==> config.mk <==
export PLATFORM = sky130hd
export DESIGN_NAME = rv32_wb_stage
export DESIGN_NICKNAME = d
export VERILOG_FILES = /design/src/rtl/rv32_wb_stage.sv
export SDC_FILE = /design/constraint.sdc
export NUM_CORES = 1
export LEC_CHECK = 0
export ABC_AREA = 1
export BUFFER_PORTS_ARGS = -buffer_cell sky130_fd_sc_hd__buf_4
export CORE_ASPECT_RATIO = 1.2
export CORE_MARGIN = 3
export CORE_UTILIZATION = 50
export DETAILED_ROUTE_END_ITERATION = 8
export GPL_ROUTABILITY_DRIVEN = 0
export PLACE_DENSITY = 0.79
export SYNTH_ARGS = -nofsm -noshare
export SYNTH_HDL_FRONTEND = slang
export SYNTH_SLANG_ARGS = --single-unit
export TNS_END_PERCENT = 100
==> constraint.sdc <==
create_clock -name clk -period 1.75 [get_ports clk]
set_input_delay 0.35 -clock clk [delete_from_list [all_inputs] [get_ports clk]]
set_output_delay 0.35 -clock clk [all_outputs]
set_load 0.005 [all_outputs]
==> src/rtl/rv32_wb_stage.sv <==
// -----------------------------------------------------------------------------
// rv32_wb_stage
//   Writeback stage of the RV32 pipeline. Accepts one retiring record per
//   handshake from the memory stage. Loads wait for the data-memory response.
//   Load data is aligned and sign/zero-extended here. The stage drives the
//   register file's single write port with a one-cycle write pulse, and it
//   reports retirement and load faults.
//
// Parameters
//   XLEN     datapath width (only 32 is supported)
//   DROP_X0  1: writes to x0 are suppressed (wb_wen stays 0)
//
// Ports
//   clk, rst_n                 clock, async active-low reset
//   in_valid / in_ready        record handshake from the memory stage
//   in_rd, in_wb_sel           destination index, result source
//                              (00 none, 01 ALU, 10 load, 11 PC+4)
//   in_funct3, in_addr_lo      load type and low load-address bits
//   in_alu_res, in_pc4         non-load result candidates
//   dmem_rvalid/rdata/err      load response (err qualified by rvalid)
//   wb_rd, wb_wen, wb_data     register-file write port (registered)
//   retire, load_fault         one-cycle status pulses (registered)
// -----------------------------------------------------------------------------
module rv32_wb_stage #(
  parameter int XLEN    = 32,
  parameter bit DROP_X0 = 1'b1
) (
  input  logic            clk,
  input  logic            rst_n,
  input  logic            in_valid,
  output logic            in_ready,
  input  logic [4:0]      in_rd,
  input  logic [1:0]      in_wb_sel,
  input  logic [2:0]      in_funct3,
  input  logic [1:0]      in_addr_lo,
  input  logic [XLEN-1:0] in_alu_res,
  input  logic [XLEN-1:0] in_pc4,
  input  logic            dmem_rvalid,
  input  logic [XLEN-1:0] dmem_rdata,
  input  logic            dmem_err,
  output logic [4:0]      wb_rd,
  output logic            wb_wen,
  output logic [XLEN-1:0] wb_data,
  output logic            retire,
  output logic            load_fault
);

  typedef enum logic {
    S_IDLE      = 1'b0,
    S_WAIT_LOAD = 1'b1
  } state_t;

  localparam logic [1:0] SEL_NONE = 2'b00;
  localparam logic [1:0] SEL_ALU  = 2'b01;
  localparam logic [1:0] SEL_LOAD = 2'b10;

  state_t r_state;
  state_t w_state_next;

  // Pending load context, captured at accept time
  logic [4:0] r_ld_rd;
  logic [2:0] r_ld_funct3;
  logic [1:0] r_ld_addr_lo;

  // Registered outputs
  logic [4:0]      r_wb_rd;
  logic            r_wb_wen;
  logic [XLEN-1:0] r_wb_data;
  logic            r_retire;
  logic            r_load_fault;

  // Next-cycle values
  logic            w_ld_capture;
  logic            w_wen_next;
  logic            w_retire_next;
  logic            w_fault_next;
  logic [4:0]      w_rd_next;
  logic [XLEN-1:0] w_data_next;

  // Load lane extraction
  logic [7:0]      w_byte;
  logic [15:0]     w_half;
  logic [XLEN-1:0] w_ld_value;
  logic            w_ld_bad;

  always_comb begin
    w_byte = 8'h00;
    case (r_ld_addr_lo)
      2'd0:    w_byte = dmem_rdata[7:0];
      2'd1:    w_byte = dmem_rdata[15:8];
      2'd2:    w_byte = dmem_rdata[23:16];
      default: w_byte = dmem_rdata[31:24];
    endcase
    w_half = r_ld_addr_lo[1] ? dmem_rdata[31:16] : dmem_rdata[15:0];
  end

  // Format the response and flag misalignment / illegal funct3
  always_comb begin
    w_ld_value = '0;
    w_ld_bad   = 1'b0;
    case (r_ld_funct3)
      3'b000: w_ld_value = {{(XLEN-8){w_byte[7]}}, w_byte};
      3'b100: w_ld_value = {{(XLEN-8){1'b0}}, w_byte};
      3'b001: begin
        w_ld_value = {{(XLEN-16){w_half[15]}}, w_half};
        w_ld_bad   = r_ld_addr_lo[0];
      end
      3'b101: begin
        w_ld_value = {{(XLEN-16){1'b0}}, w_half};
        w_ld_bad   = r_ld_addr_lo[0];
      end
      3'b010: begin
        w_ld_value = dmem_rdata;
        w_ld_bad   = (r_ld_addr_lo != 2'b00);
      end
      default: w_ld_bad = 1'b1;
    endcase
  end

  assign in_ready = (r_state == S_IDLE);

  // Next-state and next-output logic
  always_comb begin
    w_state_next  = r_state;
    w_ld_capture  = 1'b0;
    w_wen_next    = 1'b0;
    w_retire_next = 1'b0;
    w_fault_next  = 1'b0;
    w_rd_next     = r_wb_rd;
    w_data_next   = r_wb_data;

    case (r_state)
      S_IDLE: begin
        // dmem_rvalid is deliberately not looked at here: a response that
        // arrives while idle (or during the accept cycle) has no owner.
        if (in_valid) begin
          if (in_wb_sel == SEL_LOAD) begin
            w_ld_capture = 1'b1;
            w_state_next = S_WAIT_LOAD;
          end else begin
            w_retire_next = 1'b1;
            w_rd_next     = in_rd;
            w_data_next   = (in_wb_sel == SEL_ALU) ? in_alu_res : in_pc4;
            w_wen_next    = (in_wb_sel != SEL_NONE) &&
                            !(DROP_X0 && (in_rd == 5'd0));
          end
        end
      end

      S_WAIT_LOAD: begin
        if (dmem_rvalid) begin
          w_state_next  = S_IDLE;
          w_retire_next = 1'b1;
          if (dmem_err || w_ld_bad) begin
            w_fault_next = 1'b1;
          end else begin
            w_rd_next   = r_ld_rd;
            w_data_next = w_ld_value;
            w_wen_next  = !(DROP_X0 && (r_ld_rd == 5'd0));
          end
        end
      end

      default: w_state_next = S_IDLE;
    endcase
  end

  always_ff @(posedge clk or negedge rst_n) begin
    if (!rst_n) begin
      r_state      <= S_IDLE;
      r_ld_rd      <= 5'd0;
      r_ld_funct3  <= 3'd0;
      r_ld_addr_lo <= 2'd0;
      r_wb_rd      <= 5'd0;
      r_wb_wen     <= 1'b0;
      r_wb_data    <= '0;
      r_retire     <= 1'b0;
      r_load_fault <= 1'b0;
    end else begin
      r_state      <= w_state_next;
      r_wb_wen     <= w_wen_next;
      r_retire     <= w_retire_next;
      r_load_fault <= w_fault_next;
      if (w_ld_capture) begin
        r_ld_rd      <= in_rd;
        r_ld_funct3  <= in_funct3;
        r_ld_addr_lo <= in_addr_lo;
      end
      // Index and data only move on a real write, so they hold across
      // suppressed x0 writes, "none" records and faulted loads.
      if (w_wen_next) begin
        r_wb_rd   <= w_rd_next;
        r_wb_data <= w_data_next;
      end
    end
  end

  assign wb_rd      = r_wb_rd;
  assign wb_wen     = r_wb_wen;
  assign wb_data    = r_wb_data;
  assign retire     = r_retire;
  assign load_fault = r_load_fault;

endmodule

# Yosys cells after proc, flatten, opt, wreduce, memory -nomap -nowiden
# Index checks and enable logic that the tools add are counted.
# word_totals
out_inout_bits,41
ff_bits,51
wordCells,67
# op_classes
bitwise,1
n_eq_ne,12
n_reduce_logical,13
mux,32
# op_table
op,count
32-bit two-way mux,5
32-bit case mux with 5 select lines,1
32-bit case mux with 2 select lines,1
8-bit case mux with 3 select lines,1
5-bit two-way mux,4
16-bit two-way mux,1
1-bit two-way mux,14
5-bit zero test,2
5-bit case mux with 2 select lines,1
2-bit != test (second input constant),4
3-bit == test (second input constant),2
1-bit case mux with 2 select lines,3
5-bit AND reduction,1
2-bit by 1-bit == test with 1-bit output (second input constant),2
2-bit == test (second input constant),2
2-bit nonzero test,2
2-bit OR reduction,2
3-bit by 1-bit == test with 1-bit output (second input constant),1
3-bit by 2-bit == test with 1-bit output (second input constant),1
3-bit zero test,1
1-bit case mux with 3 select lines,1
1-bit zero test,2
2-bit zero test,1
1-bit logical AND,1
2 further kinds,2

# Longest topological paths before layout
# Gate-level depths: netlist (run 1).
# depth
word_depth,8
ltp_mapped,13
mapped_depth_nobuf,11

# Worst setup path after synthesis (run 1)
# No wires, ideal clock.
# synth_timing
kind,reg-to-reg
startpoint,register r_ld_funct3[0]
endpoint,register r_wb_data[22] (netlist: wb_data[22])
period_less_slack_ps,1464
path_stages_with_launch,11
setup_slack_ps,286
n_path_buf,2
t_arrival_ps,1347
path_cell_list,dfrtp_1 -> nor2_4 -> nand2_4 -> inv_2 -> nand2_1 -> nand4_1 -> nand2_2 -> buf_6 -> buf_6 -> nand2_1 -> nand2_1
# synth_via
elab_chain_cells,8
elab_cells_between_ends,18
classes_between,5 x eq/ne; 8 x mux; 5 x reduce/logical
# synth_lines
element,line,source
start: declaration,62,logic [2:0] r_ld_funct3;
start signal: assignment,186,r_ld_funct3 <= in_funct3;
"3-bit == test, or another cell as far along",101,case (r_ld_funct3)
2-bit OR reduction (no source line),n/a,
1-bit case mux with 3 select lines,101,
1-bit logical OR,154,if (dmem_err || w_ld_bad) begin
1-bit two-way mux,154,
1-bit two-way mux,151,if (dmem_rvalid) begin
1-bit case mux with 2 select lines,132,case (r_state)
5-bit AND reduction (no source line),n/a,
end signal: assignment,193,r_wb_data <= w_data_next;
end: declaration,68,logic [XLEN-1:0] r_wb_data;
# Parallel ways exist; a longest one is shown, timed or not. The select of a mux whose other input is x is not followed.
# A chain may end at the register's enable or synchronous reset.

# Worst setup path after layout (run 1)
# layout_timing
startpoint,register r_ld_addr_lo[0]
endpoint,register r_wb_rd[1] (netlist: wb_rd[1])
# layout_via
elab_chain_cells,7
elab_cells_between_ends,8
classes_between,1 x eq/ne; 4 x mux; 3 x reduce/logical
# layout_lines
element,line,source
start: declaration,63,logic [1:0] r_ld_addr_lo;
start signal: assignment,187,r_ld_addr_lo <= in_addr_lo;
2-bit nonzero test,114,w_ld_bad = (r_ld_addr_lo != 2'b00);
1-bit case mux with 3 select lines (*),101,
1-bit logical OR (*),154,
1-bit two-way mux,154,
1-bit two-way mux,151,
1-bit case mux with 2 select lines,132,
5-bit AND reduction (no source line) (*),n/a,
end signal: assignment,192,r_wb_rd <= w_rd_next;
end: declaration,66,logic [4:0] r_wb_rd;
# Mark *: on every way between the ends. The rest lies on a longest branch, timed or not.

==> results of run 1 <==
==> registers in the layout, indices dropped and copies added (netlist names) <==
name and cells:
retire 1, wb_rd 5, wb_wen 1, r_state 1, r_ld_addr_lo 2, r_ld_funct3 3
r_ld_rd 5, load_fault 1, wb_data 32
==> cells by family (layout without fill, tap and decap cells) <==
logic type / Yosys count / in the layout / synth area share (%)
AOI/OAI and AO/OA: 61 / 61 / 7.93
and+or+nand+nor: 473 / 473 / 48.2
DFF: 51 / 51 / 32.9
buffers and inverters: 96 / 235 / 11.0
==> path summary, 6_finish.rpt <==
path,startpoint,endpoint,slack (ns)
setup / recovery,r_ld_addr_lo[0]$_DFFE_PN0P_,wb_rd[1]$_DFFE_PN0P_,0.13
hold / removal,rst_n,wb_data[9]$_DFFE_PN0P_,0.05
setup reg to reg,r_ld_addr_lo[0]$_DFFE_PN0P_,wb_rd[1]$_DFFE_PN0P_,0.13
hold reg to reg,wb_data[13]$_DFFE_PN0P_,wb_data[13]$_DFFE_PN0P_,0.48
max in group asynchronous,rst_n,r_ld_addr_lo[0]$_DFFE_PN0P_,1.21
min in group clk,dmem_rvalid,r_state$_DFF_PN0_,0.21
==> power breakdown <==
group | switching, mW | internal, mW
combinational | 0.985 | 0.834
clock | 0.447 | 0.435
sequential | 0.185 | 1.43
==> repair_timing <==
| item | CTS | global route |
|---|---|---|
| buffers inserted | 0 | 1 |
| endpoints found under the setup margin | 0 | 37 |
| gates resized for setup | 0 | 3 |
==> cells in the final DEF, fill, tap and decap left out <==
cell	netlist	final
a21oi_1	12	12
buf_12	0	5
buf_4	4	161
buf_6	4	1
bufinv_16	0	1
clkbuf_8	0	5
clkinv_4	0	1
dfrtp_1	51	49
dfrtp_2	0	2
inv_1	52	52
inv_2	7	7
inv_6	0	2
nand2_1	319	319
nand2_2	2	2
nand2_4	1	1
nand3_1	35	35
nand3b_1	1	1
nand4_1	1	1
nor2_1	108	108
nor2_2	1	1
nor2_4	4	4
nor3_1	1	1
o21ai_0	48	48
o21bai_1	1	1
==> routing by layer <==
metal	wire (um)	track usage (%)
met1	4820	34.9
met2	6460	51.1
met3	1050	4.56
met4	316	10.2
met5	0	0
==> stage by stage <==
step                area (um^2)  setup TNS (ns)  utilization (%)  cells
floorplan                  3880               0                -    681
global placement           5090               0             68.8    901
detailed placement         5090               0             68.8    901
CTS                        5210               0             70.4    909
global route               5240        -0.00139             70.8    910
finish                     5240               0             70.8    910
==> final cells by class <==
cell class | count | area [um^2]
sequential | 51 | 1280
multi-input combinational | 534 | 2180
clock inverter | 3 | 47.5
tap | 90 | 113
clock buffer | 5 | 68.8
fill | 671 | 2160
timing repair buffer | 167 | 1320
inverter | 60 | 230
==> run_results.csv, run 1 <==
group,metric,value,unit
floorplanning,core,7400,um^2
final_layout,drive_gt1_share,23.5,%
cts,cts.sinks,51,
cts,cts_root_buffer,"clkbuf_8",
worst_setup_path,required,2.02,ns
worst_setup_path,critPathMaxStageDelay,0.48,ns
floorplanning,start_util,52.4,%
synth,ys.flop_type,"dfrtp_1",
floorplanning,rows,34,
global_routing,grt_pass1_wl,20400,um
worst_setup_path,cp_num_cells,9,
timing,max_freq,618,MHz
cts,clkTransAtPathRegs,0.11,ns
cts,tritoncts.num_buffers,5,
timing,worst_pin_slew,0.668,ns
floorplanning,ios,154,
synth,synth.ff_latch_count,51,
worst_setup_path,cp-start-kind,"register",
synth,synth.distinct_cells,22,
detailed_routing,routedWlPerCell,13.9,um
synth,yosysMostFrequentCell,"nand2_1",
detailed_routing,ant_nets,0,
floorplanning,die-height,103,um
worst_setup_path,path_class,"register to register",
timing,hold_violations,0,
global_routing,track_usage,28.6,%
timing,relSlewSlack,55.5,%
global_routing,grt_max_degree,75,
synth,synthTopCellsByArea,"dfrtp_1 (33%), nand2_1 (31%), nor2_1 (10%)",
detailed_routing,wl,12700,um
synth,synth.cell_area,3880,um^2
worst_setup_path,slowest_stage,"dfrtp_2",
synth,synth_commonest_cells,"nand2_1 (319), nor2_1 (108), inv_1 (52), dfrtp_1 (51), o21ai_0 (48)",
synth,synthArstFlopShare,100,%
worst_setup_path,critPathArrivalTime,1.89,ns
timing,fin_ws,0.131,ns
detailed_routing,drc,0,
timing,hold-worst-slack,0.0454,ns
worst_setup_path,crit_family,"simple AND/OR/NAND/NOR gates",
final_layout,n_antenna_cell,0,
power_and_ir_drop,vdd_drop_max,0.572,mV
placed_design,port_buffers,153,
floorplanning,die_area,8860,um^2
synth,synth_cells,681,
worst_setup_path,endpoint_kind,"register",
floorplanning,die_w,86.4,um
synth,synth_largest_area_cell,"dfrtp_1",
status,status,"finished, final reports clean",
power_and_ir_drop,p_leak,3.11,nW
global_routing,grt_pass1_vias,4490,
synth,synth_seq_area_share,32.9,%
worst_setup_path,path_buf_inv,3,
cts,cts-htree-levels,2,
cts,cts_tree,"built",
global_routing,grt-ovfl-total,0,
timing,fin_crit_sh,92.5,%
worst_setup_path,crit_path_cell_trace,"buf_4 -> nor2_4 -> inv_2 -> nand2_1 -> nand4_1 -> nand2_2 -> buf_12 -> nand2_1 -> nand2_1",
worst_setup_path,cpMostUsedCell,"nand2_1",
power_and_ir_drop,power_density,823,nW/um^2
min_path,hp-class,"input port to async pin",
power_and_ir_drop,power.total,4.31,mW
detailed_routing,drtIter0Drc,349,
run,drv_cap,0,
final_layout,fin_nets,932,
worst_setup_path,r2r_cells,9,
placed_design,dpl.hpwl,9200,um
cts,postCtsHoldBufs,0,
synth,syn_area_per_cell,5.70,um^2
cts,clk_path_buf_depth,2,
global_routing,antenna_found_initial,0,
synth,synth_fp_nets,794,
placed_design,dpl_worst_slack,0.0834,ns
synth,synth_edf_count,0,
synth,synth-warning-count,0,
cts,clkLatencyLatePin,0.32,ns
timing,min_period,1.62,ns
worst_setup_path,path_max_fanout,38,
final_layout,syn_to_final_growth,34.9,%
detailed_routing,drtPass1Iterations,6,
detailed_routing,viasPerCell,5.15,
detailed_routing,vias,4686,
timing,maxSlewViolCount,0,
timing,finalSetupViolations,0,
timing,clock-skew-final,0.0150,ns
synth,synth_top_area_share,32.9,%
Note: power is estimated with default switching activity, not from simulation.
==> inputs of run 2 (changes only) <==
Settings changed: PLACE_DENSITY 0.79 to 0.82.
==> run_results.csv, run 2 (synthesized netlist as in run 1, its figures left out) <==
group,metric,value,unit
status,status,"finished, final reports clean",
timing,min_period,1.61,ns
min_path,hp-class,"input port to async pin",
detailed_routing,drc,0,
floorplanning,rows,34,
cts,tritoncts.num_buffers,5,
floorplanning,die-height,103,um
timing,fin_crit_sh,92.2,%
worst_setup_path,cpMostUsedCell,"nand2_1",
worst_setup_path,path_class,"register to register",
timing,hold_violations,0,
worst_setup_path,critPathArrivalTime,1.86,ns
final_layout,largest_register_ffs,32,
cts,cts_root_buffer,"clkbuf_8",
cts,postCtsHoldBufs,0,
placed_design,dp.cells,903,
detailed_routing,ant_nets,0,
worst_setup_path,critPathMaxStageDelay,0.48,ns
worst_setup_path,path_max_fanout,38,
timing,finalSetupViolations,0,
timing,maxSlewViolCount,0,
placed_design,dpl.hpwl,9450,um
timing,worst_pin_slew,0.647,ns
worst_setup_path,cp-start-kind,"register",
detailed_routing,drtIter0Drc,293,
worst_setup_path,rr_endpoint,"wb_data[11]$_DFFE_PN0P_",
final_layout,layout_commonest_cell,"nand2_1",
power_and_ir_drop,power.total,4.18,mW
floorplanning,die_w,86.4,um
worst_setup_path,crit_family,"simple AND/OR/NAND/NOR gates",
floorplanning,start_util,52.4,%
final_layout,final_cell_mix,"nand2_1 (319), buf_4 (168), nor2_1 (108)",
floorplanning,ios,154,
run,drv_cap,0,
power_and_ir_drop,power_density,796,nW/um^2
cts,cts_tree,"built",
global_routing,grt_pass1_vias,4416,
worst_setup_path,r2r_start,"r_ld_addr_lo[0]$_DFFE_PN0P_",
cts,cts.sinks,51,
global_routing,antenna_found_initial,0,
worst_setup_path,required,2.00,ns
power_and_ir_drop,p_leak,3.12,nW
final_layout,drive_gt1_share,23.9,%
final_layout,n_antenna_cell,0,
global_routing,grt-ovfl-total,0,
detailed_routing,wl,12300,um
worst_setup_path,slowest_stage,"dfrtp_1",
cts,clkTransAtPathRegs,0.09,ns
final_layout,fin_nets,937,
detailed_routing,viasPerCell,5.05,
detailed_routing,vias,4624,
global_routing,grt_max_degree,75,
worst_setup_path,r2r_slack,0.14,ns
worst_setup_path,endpoint_kind,"register",
worst_setup_path,r2r_cells,9,
detailed_routing,drtPass1Iterations,8,
power_and_ir_drop,vdd_drop_max,0.456,mV
timing,max_freq,619,MHz
cts,clkLatencyLatePin,0.31,ns
worst_setup_path,path_buf_inv,3,
timing,setup-tns-final,0,ns
timing,relSlewSlack,56.9,%
worst_setup_path,crit_path_cell_trace,"buf_4 -> nor2_4 -> inv_2 -> nand2_1 -> nand4_1 -> nand2_2 -> buf_12 -> nand2_1 -> nand2_1",
timing,rsz0062_at_grt,"no",
detailed_routing,routedWlPerCell,13.5,um
final_layout,final_area,5240,um^2
timing,clock-skew-final,0.0102,ns
global_routing,grt_pass1_wl,19800,um
placed_design,dpl_cell_area,5110,um^2
final_layout,final_cell_count_no_fill,915,
cts,clk_path_buf_depth,2,
floorplanning,die_area,8860,um^2
final_layout,syn_to_final_growth,35.1,%
placed_design,port_buffers,153,
cts,cts-htree-levels,2,
floorplanning,core,7400,um^2
global_routing,track_usage,28.2,%
run 2: changes by cell type in the layout (fill, tap and decap cells not counted):
| cell | previous run | this run |
|---|---|---|
| buf_4 | 161 | 168 |
| inv_6 | 2 | 0 |
| buf_12 | 5 | 4 |
| buf_6 | 1 | 0 |
| bufinv_16 | 1 | 0 |
| clkbuf_8 | 5 | 6 |
| clkinvlp_4 | 0 | 1 |
| dfrtp_1 | 49 | 50 |
| dfrtp_2 | 2 | 1 |
| inv_8 | 0 | 1 |
run 2: worst max-delay path by stage:
stage | startpoint | endpoint | depth (start not counted)
detailed placement | r_ld_funct3[0]$_DFFE_PN0P_ | wb_data[14]$_DFFE_PN0P_ | 9
CTS | r_ld_funct3[0]$_DFFE_PN0P_ | wb_data[14]$_DFFE_PN0P_ | 9
finish | r_ld_addr_lo[0]$_DFFE_PN0P_ | wb_data[11]$_DFFE_PN0P_ | 9
global placement | r_ld_funct3[0]$_DFFE_PN0P_ | wb_data[4]$_DFFE_PN0P_ | 9
global route | r_ld_funct3[0]$_DFFE_PN0P_ | wb_data[17]$_DFFE_PN0P_ | 9
floorplan | r_ld_funct3[0]$_DFFE_PN0P_ | wb_data[22]$_DFFE_PN0P_ | 10
run 2: final cells by class:
class / instances / area (um^2)
Tap cell: 90 / 113
Fill cell: 695 / 2160
Multi-Input combinational cell: 534 / 2180
Sequential cell: 51 / 1280
Clock inverter: 2 / 16.3
Inverter: 60 / 233
Clock buffer: 6 / 82.6
Timing Repair Buffer: 172 / 1340
run 2: layer usage:
layer | global-route usage, % | vias to the layer above | part of all wire, %
li1 | - | 2342 | -
met1 | 33.6 | 2074 | 39
met2 | 50.5 | 179 | 51
met3 | 4.00 | 29 | 7.3
met4 | 12.1 | 0 | 3.2
met5 | 0 | - | 0
run 2: power breakdown:
group / switching, mW / internal, mW
Combinational: 0.973 / 0.845
Sequential: 0.200 / 1.43
Clock: 0.409 / 0.323
Total: 1.58 / 2.59
run 2: per-stage QoR:
| step | worst slack (ns) | util [%] | hold WS [ns] |
|---|---|---|---|
| finish | 0.136 | 70.8 | 0.0501 |
| global route | 0.0119 | 70.8 | 0.0870 |
| CTS | 0.0673 | 70.4 | 0.0783 |
| detailed placement | 0.0922 | 69.0 | 0.413 |
| global placement | 0.176 | 69.0 | 0.413 |
| floorplan | 0.286 | - | 0.0544 |
run 2: repair_timing:
action | CTS | global route
setup endpoints to repair | 0 | 37
setup buffers | 0 | 4
resized for setup | 0 | 2
